--- src/rtl/ib_lut_pkg.sv ---
`default_nettype none
// ============================================================================
// Module      : ib_lut_pkg
// Description : Shared definitions for the IB LUT loader and its memory:
//               controller state encoding, default LUT geometry and the
//               checksum width derivation.
// Revision    : 1.0 - initial release
// ============================================================================
package ib_lut_pkg;

  // Default LUT geometry, shared with the LUT memory instance.
  localparam int QUAN_SIZE_DEF     = 3;
  localparam int PAGE_NUM_DEF      = 16;
  localparam int ADDR_BITWIDTH_DEF = 4;

  // Loader controller states.
  typedef enum logic [2:0] {
    ST_IDLE   = 3'd0,
    ST_LOAD   = 3'd1,
    ST_VERIFY = 3'd2,
    ST_DONE   = 3'd3,
    ST_ERR    = 3'd4
  } state_t;

  // Checksum width: at most 2^addr_w entries of quan_w bits each can be
  // summed without wrapping.
  function automatic int csum_w(input int quan_w, input int addr_w);
    return quan_w + addr_w;
  endfunction

endpackage
`default_nettype wire

--- src/rtl/ib_lut_csum_acc.sv ---
`default_nettype none
// ============================================================================
// Module      : ib_lut_csum_acc
// Description : Clearable, enabled modular (unsigned) accumulator used for
//               the write-side and read-side LUT checksums.
// Ports       : i_clk   - clock
//               i_rst_n - asynchronous active-low reset (clears accumulator)
//               i_clr   - synchronous clear, has priority over i_en
//               i_en    - add i_din on this edge
//               i_din   - addend (zero-extended)
//               o_acc   - current accumulator value
// Revision    : 1.0 - initial release
// ============================================================================
module ib_lut_csum_acc #(
  parameter int ACC_W = 7,
  parameter int DIN_W = 3
) (
  input  logic             i_clk,
  input  logic             i_rst_n,
  input  logic             i_clr,
  input  logic             i_en,
  input  logic [DIN_W-1:0] i_din,
  output logic [ACC_W-1:0] o_acc
);

  logic [ACC_W-1:0] r_acc;
  logic [ACC_W-1:0] w_din_ext;

  assign w_din_ext = {{(ACC_W-DIN_W){1'b0}}, i_din};

  always_ff @(posedge i_clk or negedge i_rst_n) begin
    if (!i_rst_n) begin
      r_acc <= '0;
    end else if (i_clr) begin
      r_acc <= '0;
    end else if (i_en) begin
      r_acc <= r_acc + w_din_ext;
    end
  end

  assign o_acc = r_acc;

endmodule
`default_nettype wire

--- src/rtl/ib_lut_loader.sv ---
`default_nettype none
// ============================================================================
// Module      : ib_lut_loader
// Description : Write-side controller for a single-port IB LUT memory.
//               Streams PAGE_NUM entries into pages 0..PAGE_NUM-1, reads
//               them back through the asynchronous read path, and compares
//               write and read checksums before declaring the LUT usable.
// Ports       : sys_clk     - clock, rising edge
//               rstn        - asynchronous active-low reset
//               start_i     - load request pulse (IDLE/DONE/ERR only)
//               data_i      - incoming LUT entry
//               valid_i     - data_i valid
//               ready_o     - entry accepted this cycle (LOAD only)
//               mem_we_o    - memory write enable
//               mem_addr_o  - shared memory address
//               mem_wdata_o - memory write data
//               mem_rdata_i - asynchronous read data at mem_addr_o
//               busy_o      - load or verify in progress
//               done_o      - load verified
//               err_o       - checksum mismatch
// Revision    : 1.0 - initial release
// ============================================================================
module ib_lut_loader
  import ib_lut_pkg::*;
#(
  parameter int QUAN_SIZE     = QUAN_SIZE_DEF,
  parameter int PAGE_NUM      = PAGE_NUM_DEF,
  parameter int ADDR_BITWIDTH = ADDR_BITWIDTH_DEF
) (
  input  logic                     sys_clk,
  input  logic                     rstn,
  input  logic                     start_i,
  input  logic [QUAN_SIZE-1:0]     data_i,
  input  logic                     valid_i,
  output logic                     ready_o,
  output logic                     mem_we_o,
  output logic [ADDR_BITWIDTH-1:0] mem_addr_o,
  output logic [QUAN_SIZE-1:0]     mem_wdata_o,
  input  logic [QUAN_SIZE-1:0]     mem_rdata_i,
  output logic                     busy_o,
  output logic                     done_o,
  output logic                     err_o
);

  localparam int                       C_CSUM_W = csum_w(QUAN_SIZE, ADDR_BITWIDTH);
  localparam logic [ADDR_BITWIDTH-1:0] C_LAST   = ADDR_BITWIDTH'(PAGE_NUM - 1);
  localparam logic [ADDR_BITWIDTH-1:0] C_ONE    = ADDR_BITWIDTH'(1);

  state_t                   r_state;
  logic [ADDR_BITWIDTH-1:0] r_cnt;
  // Set for the single cycle after the last read, when the read checksum
  // already includes the final page and the comparison is made.
  logic                     r_cmp;

  logic                     w_idle_like;
  logic                     w_start;
  logic                     w_load;
  logic                     w_verify;
  logic                     w_hs;
  logic                     w_rd;
  logic [C_CSUM_W-1:0]      w_wr_csum;
  logic [C_CSUM_W-1:0]      w_rd_csum;

  assign w_idle_like = (r_state == ST_IDLE) || (r_state == ST_DONE) || (r_state == ST_ERR);
  assign w_start     = start_i && w_idle_like;
  assign w_load      = (r_state == ST_LOAD);
  assign w_verify    = (r_state == ST_VERIFY);
  assign w_hs        = valid_i && w_load;
  assign w_rd        = w_verify && !r_cmp;

  ib_lut_csum_acc #(
    .ACC_W (C_CSUM_W),
    .DIN_W (QUAN_SIZE)
  ) u_wr_csum (
    .i_clk   (sys_clk),
    .i_rst_n (rstn),
    .i_clr   (w_start),
    .i_en    (w_hs),
    .i_din   (data_i),
    .o_acc   (w_wr_csum)
  );

  ib_lut_csum_acc #(
    .ACC_W (C_CSUM_W),
    .DIN_W (QUAN_SIZE)
  ) u_rd_csum (
    .i_clk   (sys_clk),
    .i_rst_n (rstn),
    .i_clr   (w_start),
    .i_en    (w_rd),
    .i_din   (mem_rdata_i),
    .o_acc   (w_rd_csum)
  );

  always_ff @(posedge sys_clk or negedge rstn) begin
    if (!rstn) begin
      r_state <= ST_IDLE;
      r_cnt   <= '0;
      r_cmp   <= 1'b0;
    end else begin
      case (r_state)
        ST_IDLE, ST_DONE, ST_ERR: begin
          if (start_i) begin
            r_state <= ST_LOAD;
            r_cnt   <= '0;
            r_cmp   <= 1'b0;
          end
        end
        ST_LOAD: begin
          if (w_hs) begin
            if (r_cnt == C_LAST) begin
              r_cnt   <= '0;
              r_state <= ST_VERIFY;
            end else begin
              r_cnt <= r_cnt + C_ONE;
            end
          end
        end
        ST_VERIFY: begin
          if (!r_cmp) begin
            if (r_cnt == C_LAST) begin
              r_cnt <= '0;
              r_cmp <= 1'b1;
            end else begin
              r_cnt <= r_cnt + C_ONE;
            end
          end else begin
            r_cmp   <= 1'b0;
            r_state <= (w_wr_csum == w_rd_csum) ? ST_DONE : ST_ERR;
          end
        end
        default: begin
          r_state <= ST_IDLE;
          r_cnt   <= '0;
          r_cmp   <= 1'b0;
        end
      endcase
    end
  end

  // Write enable coincides with the handshake so the memory captures the
  // entry on the same edge the loader accepts it.
  assign ready_o     = w_load;
  assign mem_we_o    = w_hs;
  assign mem_addr_o  = (w_load || w_verify) ? r_cnt : '0;
  assign mem_wdata_o = w_load ? data_i : '0;
  assign busy_o      = w_load || w_verify;
  assign done_o      = (r_state == ST_DONE);
  assign err_o       = (r_state == ST_ERR);

endmodule
`default_nettype wire
--- config.mk ---
export PLATFORM = sky130hd
export DESIGN_NAME = ib_lut_loader
export DESIGN_NICKNAME = d
export VERILOG_FILES = /design/src/rtl/ib_lut_pkg.sv /design/src/rtl/ib_lut_csum_acc.sv /design/src/rtl/ib_lut_loader.sv
export SDC_FILE = /design/constraint.sdc
export NUM_CORES = 1
export LEC_CHECK = 0
export BUFFER_PORTS_ARGS = -buffer_cell sky130_fd_sc_hd__buf_2
export CAP_MARGIN = 20
export CORE_MARGIN = 2
export CORE_UTILIZATION = 45
export CTS_CLUSTER_SIZE = 12
export DETAILED_ROUTE_END_ITERATION = 10
export GPL_TIMING_DRIVEN = 0
export HOLD_SLACK_MARGIN = 0.03
export PLACE_DENSITY = 0.65
export SYNTH_ARGS = -nofsm -noshare
export SYNTH_HDL_FRONTEND = slang
export SYNTH_HIERARCHICAL = 1
export SYNTH_SLANG_ARGS = --single-unit
--- constraint.sdc ---
create_clock -name sys_clk -period 2.3 [get_ports sys_clk]
set_input_delay 0.23 -clock sys_clk [delete_from_list [all_inputs] [get_ports sys_clk]]
set_output_delay 0.23 -clock sys_clk [all_outputs]
set_load 0.03 [all_outputs]
# Word-level counts from Yosys, hierarchy flattened

Cells that the tools add are included.

Register bits: 22
Bits in latches: 0
Memory bits (writable): 0
ROM bits: 0
Input port bits: 10
Memories kept: 0

Add/sub/neg operators: 3
Multiply operators: 0
Div/mod/pow operators: 0
$lt $le $gt $ge: 0
Eq/ne operators: 11
Shift operators: 0
Mux-type cells: 21
Bitwise logic cells: 1
Reductions and logical operators: 14

Operators by type and width:

| cell                                           | count |
|---|---|
| 2-to-1 mux 7 bit                               | 4 |
| 2-to-1 mux 4 bit                               | 5 |
| 2-to-1 mux 3 bit                               | 6 |
| adder 7 x 3 -> 7 bit                           | 2 |
| one-hot mux 4 bit (3 select lines)             | 1 |
| one-hot mux 3 bit (3 select lines)             | 1 |
| != test 2 bit (second input constant)          | 4 |
| == test 7 bit                                  | 1 |
| == test 3 x 2 -> 1 bit (second input constant) | 2 |
| adder 4 x 1 -> 4 bit (second input constant)   | 1 |
| == test 4 bit (second input constant)          | 1 |
| AND reduction 4 bit                            | 1 |
| nonzero test 2 bit                             | 2 |
| == test 3 x 1 -> 1 bit (second input constant) | 1 |
| == test 3 bit (second input constant)          | 1 |
| logical AND 1 bit                              | 3 |
| zero test 3 bit                                | 1 |
| logical OR 1 bit                               | 3 |
| 2-to-1 mux 1 bit                               | 3 |
| one-hot mux 1 bit (3 select lines)             | 1 |
| AND reduction 3 bit                            | 1 |
| OR reduction 3 bit                             | 1 |
| != test 2 x 1 -> 1 bit (second input constant) | 1 |
| AND reduction 2 bit                            | 1 |
| other kinds (2)                                | 2 |

# Logic depth before layout (Yosys ltp)

Gate-level depths: netlist (run 1).

Word-level depth: 5
Gate-level depth with buffers: 8
Mapped depth without buffers: 7

# By module

Netlist (run 1), hierarchy kept.

Modules (own cells, without submodules):

| module          | instances | cells an instance | area an instance (um2) | sequential area each (um2) |
|---|---|---|---|---|
| ib_lut_csum_acc | 2         | 38                | 412.9                  | 175.2 |
| ib_lut_loader   | 1         | 78                | 656.9                  | 200.2 |

# Worst setup path before layout (run 1)

Ideal clock, no wire load.

Kind: reg2reg
From: register r_state[0]
To: register u_wr_csum.r_acc[5], in the netlist u_wr_csum/o_acc[5]
Setup time: 0.134 ns
Arrival: 1.731 ns
Required time: 2.166 ns
Setup slack: 0.435 ns
Cell stages (with the launch flop): 9
Path buffers: 2
Period minus slack after synthesis: 1.865 ns
Path through: dfrtp_1 > buf_2 > nor2b_2 > and3_1 > buf_6 > and3_1 > a21boi_2 > xnor2_1 > nor2_1

RTL lines:

| element                      | line                  | RTL |
|---|---|---|
| start, declared              | ib_lut_loader.sv:49   | `state_t r_state;` |
| start signal, assigned       | ib_lut_loader.sv:129  | `r_state <= (w_wr_csum == w_rd_csum) ? ST_DONE : ST_ERR;` |
| == test 3 x 1 -> 1 bit       | ib_lut_loader.sv:66   | `assign w_load = (r_state == ST_LOAD);` |
| logical AND 1 bit            | ib_lut_loader.sv:68   | `assign w_hs = valid_i && w_load;` |
| via mem_we_o                 | ib_lut_loader.sv:36   | `output logic mem_we_o,` |
| nonzero test 2 bit (no line) | --                    |  |
| end signal, assigned         | ib_lut_csum_acc.sv:37 | `r_acc <= r_acc + w_din_ext;` |
| end, declared                | ib_lut_csum_acc.sv:26 | `logic [ACC_W-1:0] r_acc;` |

The timed path passes the listed nets, and every way through them passes these cells.
A chain may end at the register's enable or synchronous reset.

# Final worst setup path (run 1)

From: register r_state[0]
To: output mem_addr_o[3]

Word-level cells in the longest chain between the ends: 3

RTL lines:

| element                                                                 | line                                     | RTL |
|---|---|---|
| == test 3 x 1 -> 1 bit / == test 3 x 2 -> 1 bit (equally long branches) | ib_lut_loader.sv:66, ib_lut_loader.sv:67 |  |
| logical OR 1 bit (*)                                                    | ib_lut_loader.sv:145                     | `assign mem_addr_o = (w_load \|\| w_verify) ? r_cnt : '0;` |
| 2-to-1 mux 4 bit (*)                                                    | ib_lut_loader.sv:145                     |  |
| end, declared                                                           | ib_lut_loader.sv:37                      | `output logic [ADDR_BITWIDTH-1:0] mem_addr_o,` |

Mark *: on every way between the ends. The rest lies on a longest branch, timed or not.

==> results.toml, run 1 <==
[clock_network]
clkSlewWorstSetupHoldPaths_ps = 120
cts_resized = 0
cts_hold_buffers = 1
cts-buffers-inserted = 3
cts_root_buffer = "sky130_fd_sc_hd__clkbuf_4"
cts.htree.levels = 1
cts-root-to-sink-buffers = 2
clock-sinks = 22
worst_skew_pair_latency_ps = 310
post-cts-setup-buffers = 0
tritoncts = "built"

[final_layout]
layout_area_overhead_pct = 12.7
nFillCells = 300
final_layout_size_suffix_gt1_frac = 0.197
finish.net_count = 199
insertedDiodeCount = 0

[critical_path]
worstPathRequired_ps = 2070
timing.reg2reg.worst_path_depth = 8
kind_of_end_point_of_the_critical_path = "output port"
critPathKind = "flip-flop to output port"
worst_setup_sp_type = "flip-flop"
critical_path_peak_fanout = 8
arrival_ps = 1690

[synthesis]
synth-main-ff-cell = "sky130_fd_sc_hd__dfrtp_1"
synth.top_cells.by_area = "sky130_fd_sc_hd__dfrtp_1 37%, sky130_fd_sc_hd__ha_1 5.9%, sky130_fd_sc_hd__xnor2_1 5.9%"
asyncSetResetFlopFracSynth = 1.00
synth_edf_count = 0
synth.yosys.seq_area_share = 0.371
postSynthCellCount = 154
synth_cell_types = 41
synth_warnings = 6
ys_seq_elements = 22
synth_largest_area_cell = "sky130_fd_sc_hd__dfrtp_1"
syn_area_per_cell_um2 = 9.63
synthesis.area_mm2 = 0.00148
yosys.cell_count.top_type = "sky130_fd_sc_hd__dfrtp_1"
postSynthNetCount = 173
netlist.area_leader.share = 0.371
ys_top_cells_by_count = "22 x sky130_fd_sc_hd__dfrtp_1, 17 x sky130_fd_sc_hd__nor2_1, 10 x sky130_fd_sc_hd__xnor2_1"

[routing]
wire_per_inst_um = 12.6
drc = 0
drt.antenna.violating_nets = 0
dr.first_iter.drc_count = 35
detail_route.first_pass.iterations = 4
viasPerCell = 5.20
drt_wl_total_um = 2790
routed-via-count = 1154

[grt]
globalRouteTotalUtil = 0.170
grt-ovfl-total = 0
wire_length_of_the_first_global_routing_pass_um = 4650
first_global_vias = 1053
grt_start_max_net_pins = 23
antenna_found_initial = 0

[sta]
timing.final.setup_violations = 0
final_worst_clock_skew_ps = 10.3
timing_worst_slew_pin_value_ps = 563
hold_viol_final = 0
timing.final.crit_share = 0.837
final_max_tran_viols = 0
maxClockFrequency_mhz = 520
min_period_ps = 1920
fin_setup_tns_ps = 0
slew_headroom = 0.625
final.setup.worst_slack_ps = 375
rsz_0062_raised_after_global_routing = "false"

[die]
fp.dieArea_mm2 = 0.00377
die_width_um = 61.4
die-height_um = 61.4
floorplan.rows = 20
initial_core_util = 0.478
floorplan.core_area_mm2 = 0.00310
ioPinCount = 22

[placed_design]
hpwl_um = 2130
numPortBuffers = 20
routabilityCongestion = 0.815
place_ws_ps = 449

[outcome]
run_status = "finished clean"

[power]
total_leakage_power_nw = 0.773
powerDensity_mw_per_mm2 = 1050
vdd_drop_max_uv = 500

[worst_hold_path]
hold_path.class = "input port to flip-flop"
worstHoldPathCells = 3

[run]
max-cap-violations = 0
==> through the flow <==
step	util	hold WS, ps	area, um2	power [mW]	std cells
2_1_floorplan	-	-65.6	1480	1.37	154
3_3_place_gp	0.528	232	1640	1.56	218
3_5_place_dp	0.528	237	1640	1.59	218
4_1_cts	0.538	227	1670	1.77	222
5_1_grt	0.538	250	1670	1.91	222
6_report	0.538	236	1670	1.75	222
==> worst paths after layout <==
path / slack, ps / from / endpoint
max: 380 / r_state[0]$_DFFE_PN0P_ / mem_addr_o[3]
max in group asynchronous: 1550 / rstn / u_wr_csum/o_acc[6]$_DFFE_PN0P_
max reg2reg: 430 / r_state[0]$_DFFE_PN0P_ / u_rd_csum/o_acc[5]$_DFFE_PN0P_
min: 240 / start_i / r_state[0]$_DFFE_PN0P_
min in group asynchronous: 400 / rstn / r_cmp$_DFFE_PN0P_
min reg2reg: 540 / r_cnt[3]$_DFFE_PN0P_ / r_cnt[3]$_DFFE_PN0P_
==> per-layer routing <==
metal	GRT usage	vias up	share of wire
met5	0	-	0
met4	0.0395	0	0.0068
met3	0.0525	2	0.056
met2	0.277	34	0.45
met1	0.224	528	0.49
li1	-	590	-
==> area by class of cell <==
type                            count  area [um2]  share of cell area
Multi-Input combinational cell    119         858               0.514
Sequential cell                    22         551               0.330
Timing Repair Buffer               21         110              0.0659
Tap cell                           44        55.1              0.0330
Buffer                              6        47.5              0.0285
Inverter                            7        26.3              0.0157
Clock buffer                        3        22.5              0.0135
==> power by group <==
group	internal, mW	switching (mW)
combinational	0.397	0.546
sequential	0.501	0.129
clock	0.0611	0.115
==> layout by cell type, fill, tap and decap left out, types with 2 or more instances in the layout <==
| cell type | instances |
|---|---|
| sky130_fd_sc_hd__ha_1 | 7 |
| sky130_fd_sc_hd__a21o_1 | 2 |
| sky130_fd_sc_hd__fa_1 | 2 |
| sky130_fd_sc_hd__o21ai_0 | 3 |
| sky130_fd_sc_hd__a211oi_1 | 3 |
| sky130_fd_sc_hd__clkbuf_4 | 3 |
| sky130_fd_sc_hd__xnor2_1 | 10 |
| sky130_fd_sc_hd__buf_2 | 21 |
| sky130_fd_sc_hd__buf_6 | 3 |
| sky130_fd_sc_hd__o21ai_1 | 4 |
| sky130_fd_sc_hd__nand3_1 | 4 |
| sky130_fd_sc_hd__and2_1 | 7 |
| sky130_fd_sc_hd__a21boi_2 | 2 |
| sky130_fd_sc_hd__nand2_1 | 6 |
| sky130_fd_sc_hd__o211ai_1 | 5 |
| sky130_fd_sc_hd__nor2_1 | 17 |
| sky130_fd_sc_hd__nor3_1 | 4 |
| sky130_fd_sc_hd__and3_1 | 6 |
| sky130_fd_sc_hd__inv_1 | 7 |
| sky130_fd_sc_hd__a21oi_2 | 2 |
| sky130_fd_sc_hd__a21boi_1 | 2 |
| sky130_fd_sc_hd__xor2_1 | 8 |
| sky130_fd_sc_hd__nor2b_1 | 2 |
| sky130_fd_sc_hd__mux2i_1 | 5 |
| sky130_fd_sc_hd__dfrtp_1 | 22 |
| sky130_fd_sc_hd__nand2b_1 | 4 |
==> sequential cells by signal, indices dropped and copies added, names as in the netlist <==
register	cells
r_cmp	1
u_rd_csum/o_acc	7
r_state	3
r_cnt	4
u_wr_csum/o_acc	7
==> critical path, cell delays in order (launching register included) <==
cell and delay [ps]:
sky130_fd_sc_hd__dfrtp_1 370, sky130_fd_sc_hd__buf_2 160, sky130_fd_sc_hd__xnor2_1 330, sky130_fd_sc_hd__nor2_1 160
sky130_fd_sc_hd__and2_1 190, sky130_fd_sc_hd__buf_2 170
==> cells by family (layout without fill, tap and decap cells) <==
family / count (synthesis) / count (layout) / share of synthesized area
buf+inv: 13 / 37 / 0.0498
flops: 22 / 22 / 0.371
fa+ha+maj: 9 / 9 / 0.0861
compound gates: 30 / 30 / 0.148
mux: 5 / 5 / 0.0338
simple gates: 57 / 57 / 0.205
xor+xnor: 18 / 18 / 0.106
(Power assumes the default switching activity.)
==> inputs of run 2 (changes only) <==
--- a/config.mk
+++ b/config.mk
@@ -13,7 +13,7 @@
 export DETAILED_ROUTE_END_ITERATION = 10
 export GPL_TIMING_DRIVEN = 0
 export HOLD_SLACK_MARGIN = 0.03
-export PLACE_DENSITY = 0.65
+export PLACE_DENSITY = 0.68
 export SYNTH_ARGS = -nofsm -noshare
 export SYNTH_HDL_FRONTEND = slang
 export SYNTH_HIERARCHICAL = 1
==> constraint.sdc (replaced) <==
create_clock -name sys_clk -period 1.6 [get_ports sys_clk]
set_input_delay 0.16 -clock sys_clk [delete_from_list [all_inputs] [get_ports sys_clk]]
set_output_delay 0.16 -clock sys_clk [all_outputs]
set_load 0.03 [all_outputs]
==> results.toml, run 2 (synthesized netlist as in run 1, its figures left out) <==
[final_layout]
layout_commonest_cell = "sky130_fd_sc_hd__dfrtp_1"
finish.net_count = 220
layout_area_overhead_pct = 37.7
layout.cell_area.non_filler_mm2 = 0.00204
final_layout_size_suffix_gt1_frac = 0.395
commonest_cells_after_routing_fill_and_taps_aside = "22 x sky130_fd_sc_hd__dfrtp_1, 18 x sky130_fd_sc_hd__buf_4, 17 x sky130_fd_sc_hd__buf_6"
insertedDiodeCount = 0

[critical_path]
critical_path_peak_fanout = 7
critPathKind = "flip-flop to flip-flop"
crit-reg2reg-launch = "r_state[0]$_DFFE_PN0P_"
timing.rr.end = "r_cnt[3]$_DFFE_PN0P_"
timing.reg2reg.worst_path_depth = 5
worstPathRequired_ps = 1830
kind_of_end_point_of_the_critical_path = "flip-flop"
worst_setup_sp_type = "flip-flop"
reg2reg_setup_slack_ps = -60
arrival_ps = 1890

[sta]
final_max_tran_viols = 0
timing_worst_slew_pin_value_ps = 507
timing.final.setup_violations = 10
final_worst_clock_skew_ps = 3.54
min_period_ps = 1660
final.setup.worst_slack_ps = -55.8
maxClockFrequency_mhz = 604
slew_headroom = 0.657
fin_worst_hold_slack_ps = 172
hold_viol_final = 0
rsz_0062_raised_after_global_routing = "true"
timing.final.crit_share = 1.03

[grt]
grt_use_met1 = 0.267
grt.busiest_layer = "met2"
grt_start_max_net_pins = 23
wire_length_of_the_first_global_routing_pass_um = 5530
first_global_vias = 1233
globalRouteTotalUtil = 0.197
met3_usage = 0.0105
grt-ovfl-total = 0
groute.layer.met2.usage = 0.324
antenna_found_initial = 0

[worst_hold_path]
hold_path.class = "input port to flip-flop"
worstHoldPathCells = 3
worst_hold_path.endpoint = "r_state[0]$_DFFE_PN0P_"
hold_path_startpoint = "start_i"

[clock_network]
cts.htree.levels = 1
cts-buffers-inserted = 3
tritoncts = "built"
clock-sinks = 22
cts-root-to-sink-buffers = 2
cts_root_buffer = "sky130_fd_sc_hd__clkbuf_4"
worst_skew_pair_latency_ps = 310
clkSlewWorstSetupHoldPaths_ps = 120

[die]
floorplan.core_area_mm2 = 0.00310
initial_core_util = 0.478
die_width_um = 61.4
fp.dieArea_mm2 = 0.00377
die-height_um = 61.4
floorplan.rows = 20
ioPinCount = 22

[outcome]
failed_checks = "setup timing"
run_status = "finished, violations left"

[placed_design]
post_dp_cell_area_mm2 = 0.00166
place_ws_ps = -141
numPortBuffers = 20
hpwl_um = 2130
routabilityCongestion = 0.867

[routing]
drc = 0
drt_wl_total_um = 3310
dr.first_iter.drc_count = 43
drt.antenna.violating_nets = 0
detail_route.first_pass.iterations = 4
viasPerCell = 5.31
routed-via-count = 1296
wire_per_inst_um = 13.6

[power]
vdd_drop_max_uv = 874
total_leakage_power_nw = 0.953
powerDensity_mw_per_mm2 = 1540

[run]
max-cap-violations = 0
run 2: changes by cell type in the layout (fill, tap and decap cells not counted), sizes merged:
cell  change
buf      +22
run 2: worst max-delay path by stage:
stage	from	end	cells past startpoint	slack [ps]
after floorplan	r_state[0]$_DFFE_PN0P_	u_wr_csum/o_acc[5]$_DFFE_PN0P_	8	-30
after global placement	r_state[2]$_DFFE_PN0P_	u_rd_csum/o_acc[5]$_DFFE_PN0P_	7	-150
after detailed placement	r_state[2]$_DFFE_PN0P_	u_rd_csum/o_acc[5]$_DFFE_PN0P_	7	-140
after CTS	r_state[0]$_DFFE_PN0P_	u_rd_csum/o_acc[5]$_DFFE_PN0P_	8	-60
after global routing	r_state[0]$_DFFE_PN0P_	u_wr_csum/o_acc[5]$_DFFE_PN0P_	8	-140
final	r_state[0]$_DFFE_PN0P_	r_cnt[3]$_DFFE_PN0P_	5	-60
run 2: report_power, final:
part	internal, mW	switching [mW]	total (mW)	leakage, nW
clock network	0.139	0.176	0.315	0.0210
logic	0.984	0.938	1.92	0.648
registers	0.721	0.180	0.900	0.284
total	1.84	1.29	3.14	0.953
run 2: final cells by class:
| class | count | area, um2 |
|---|---|---|
| Inverter | 7 | 26.3 |
| Clock buffer | 4 | 36.3 |
| Multi-Input combinational cell | 119 | 962 |
| Sequential cell | 22 | 551 |
| Buffer | 6 | 61.3 |
| Tap cell | 44 | 55.1 |
| Timing Repair Buffer | 42 | 350 |
| Fill cell | 269 | 1060 |
run 2: layer usage:
metal | wire (um) | up-vias
li1 | - | 627
met5 | 0 | -
met4 | 51 | 0
met3 | 127 | 4
met2 | 1610 | 34
met1 | 1530 | 631
run 2: repair_timing:
action	in CTS	in global routing
hold buffers	1	0
setup buffers	15	5
gates cloned	0	1
hold endpoints to repair	22	0
resized for setup	26	28
pin swaps	7	5
setup endpoints to repair	16	30
run 2: critical path, stage by stage, from the launching register on:
cell                      delay [ps]
sky130_fd_sc_hd__dfrtp_1         400
sky130_fd_sc_hd__buf_6           140
sky130_fd_sc_hd__nor2b_4         140
sky130_fd_sc_hd__a211o_4         350
sky130_fd_sc_hd__or3_4           360
sky130_fd_sc_hd__o31ai_2         180
run 2: per-stage QoR:
| stage | utilization | power (mW) | std cells | setup TNS (ps) |
|---|---|---|---|---|
| 3_5_place_dp | 0.534 | 2.31 | 218 | -701 |
| 4_1_cts | 0.620 | 2.98 | 238 | -308 |
| 3_3_place_gp | 0.534 | 2.27 | 218 | -520 |
| 6_report | 0.658 | 3.14 | 244 | -169 |
| 2_1_floorplan | - | 1.99 | 154 | -29.9 |
| 5_1_grt | 0.658 | 3.38 | 244 | -1740 |
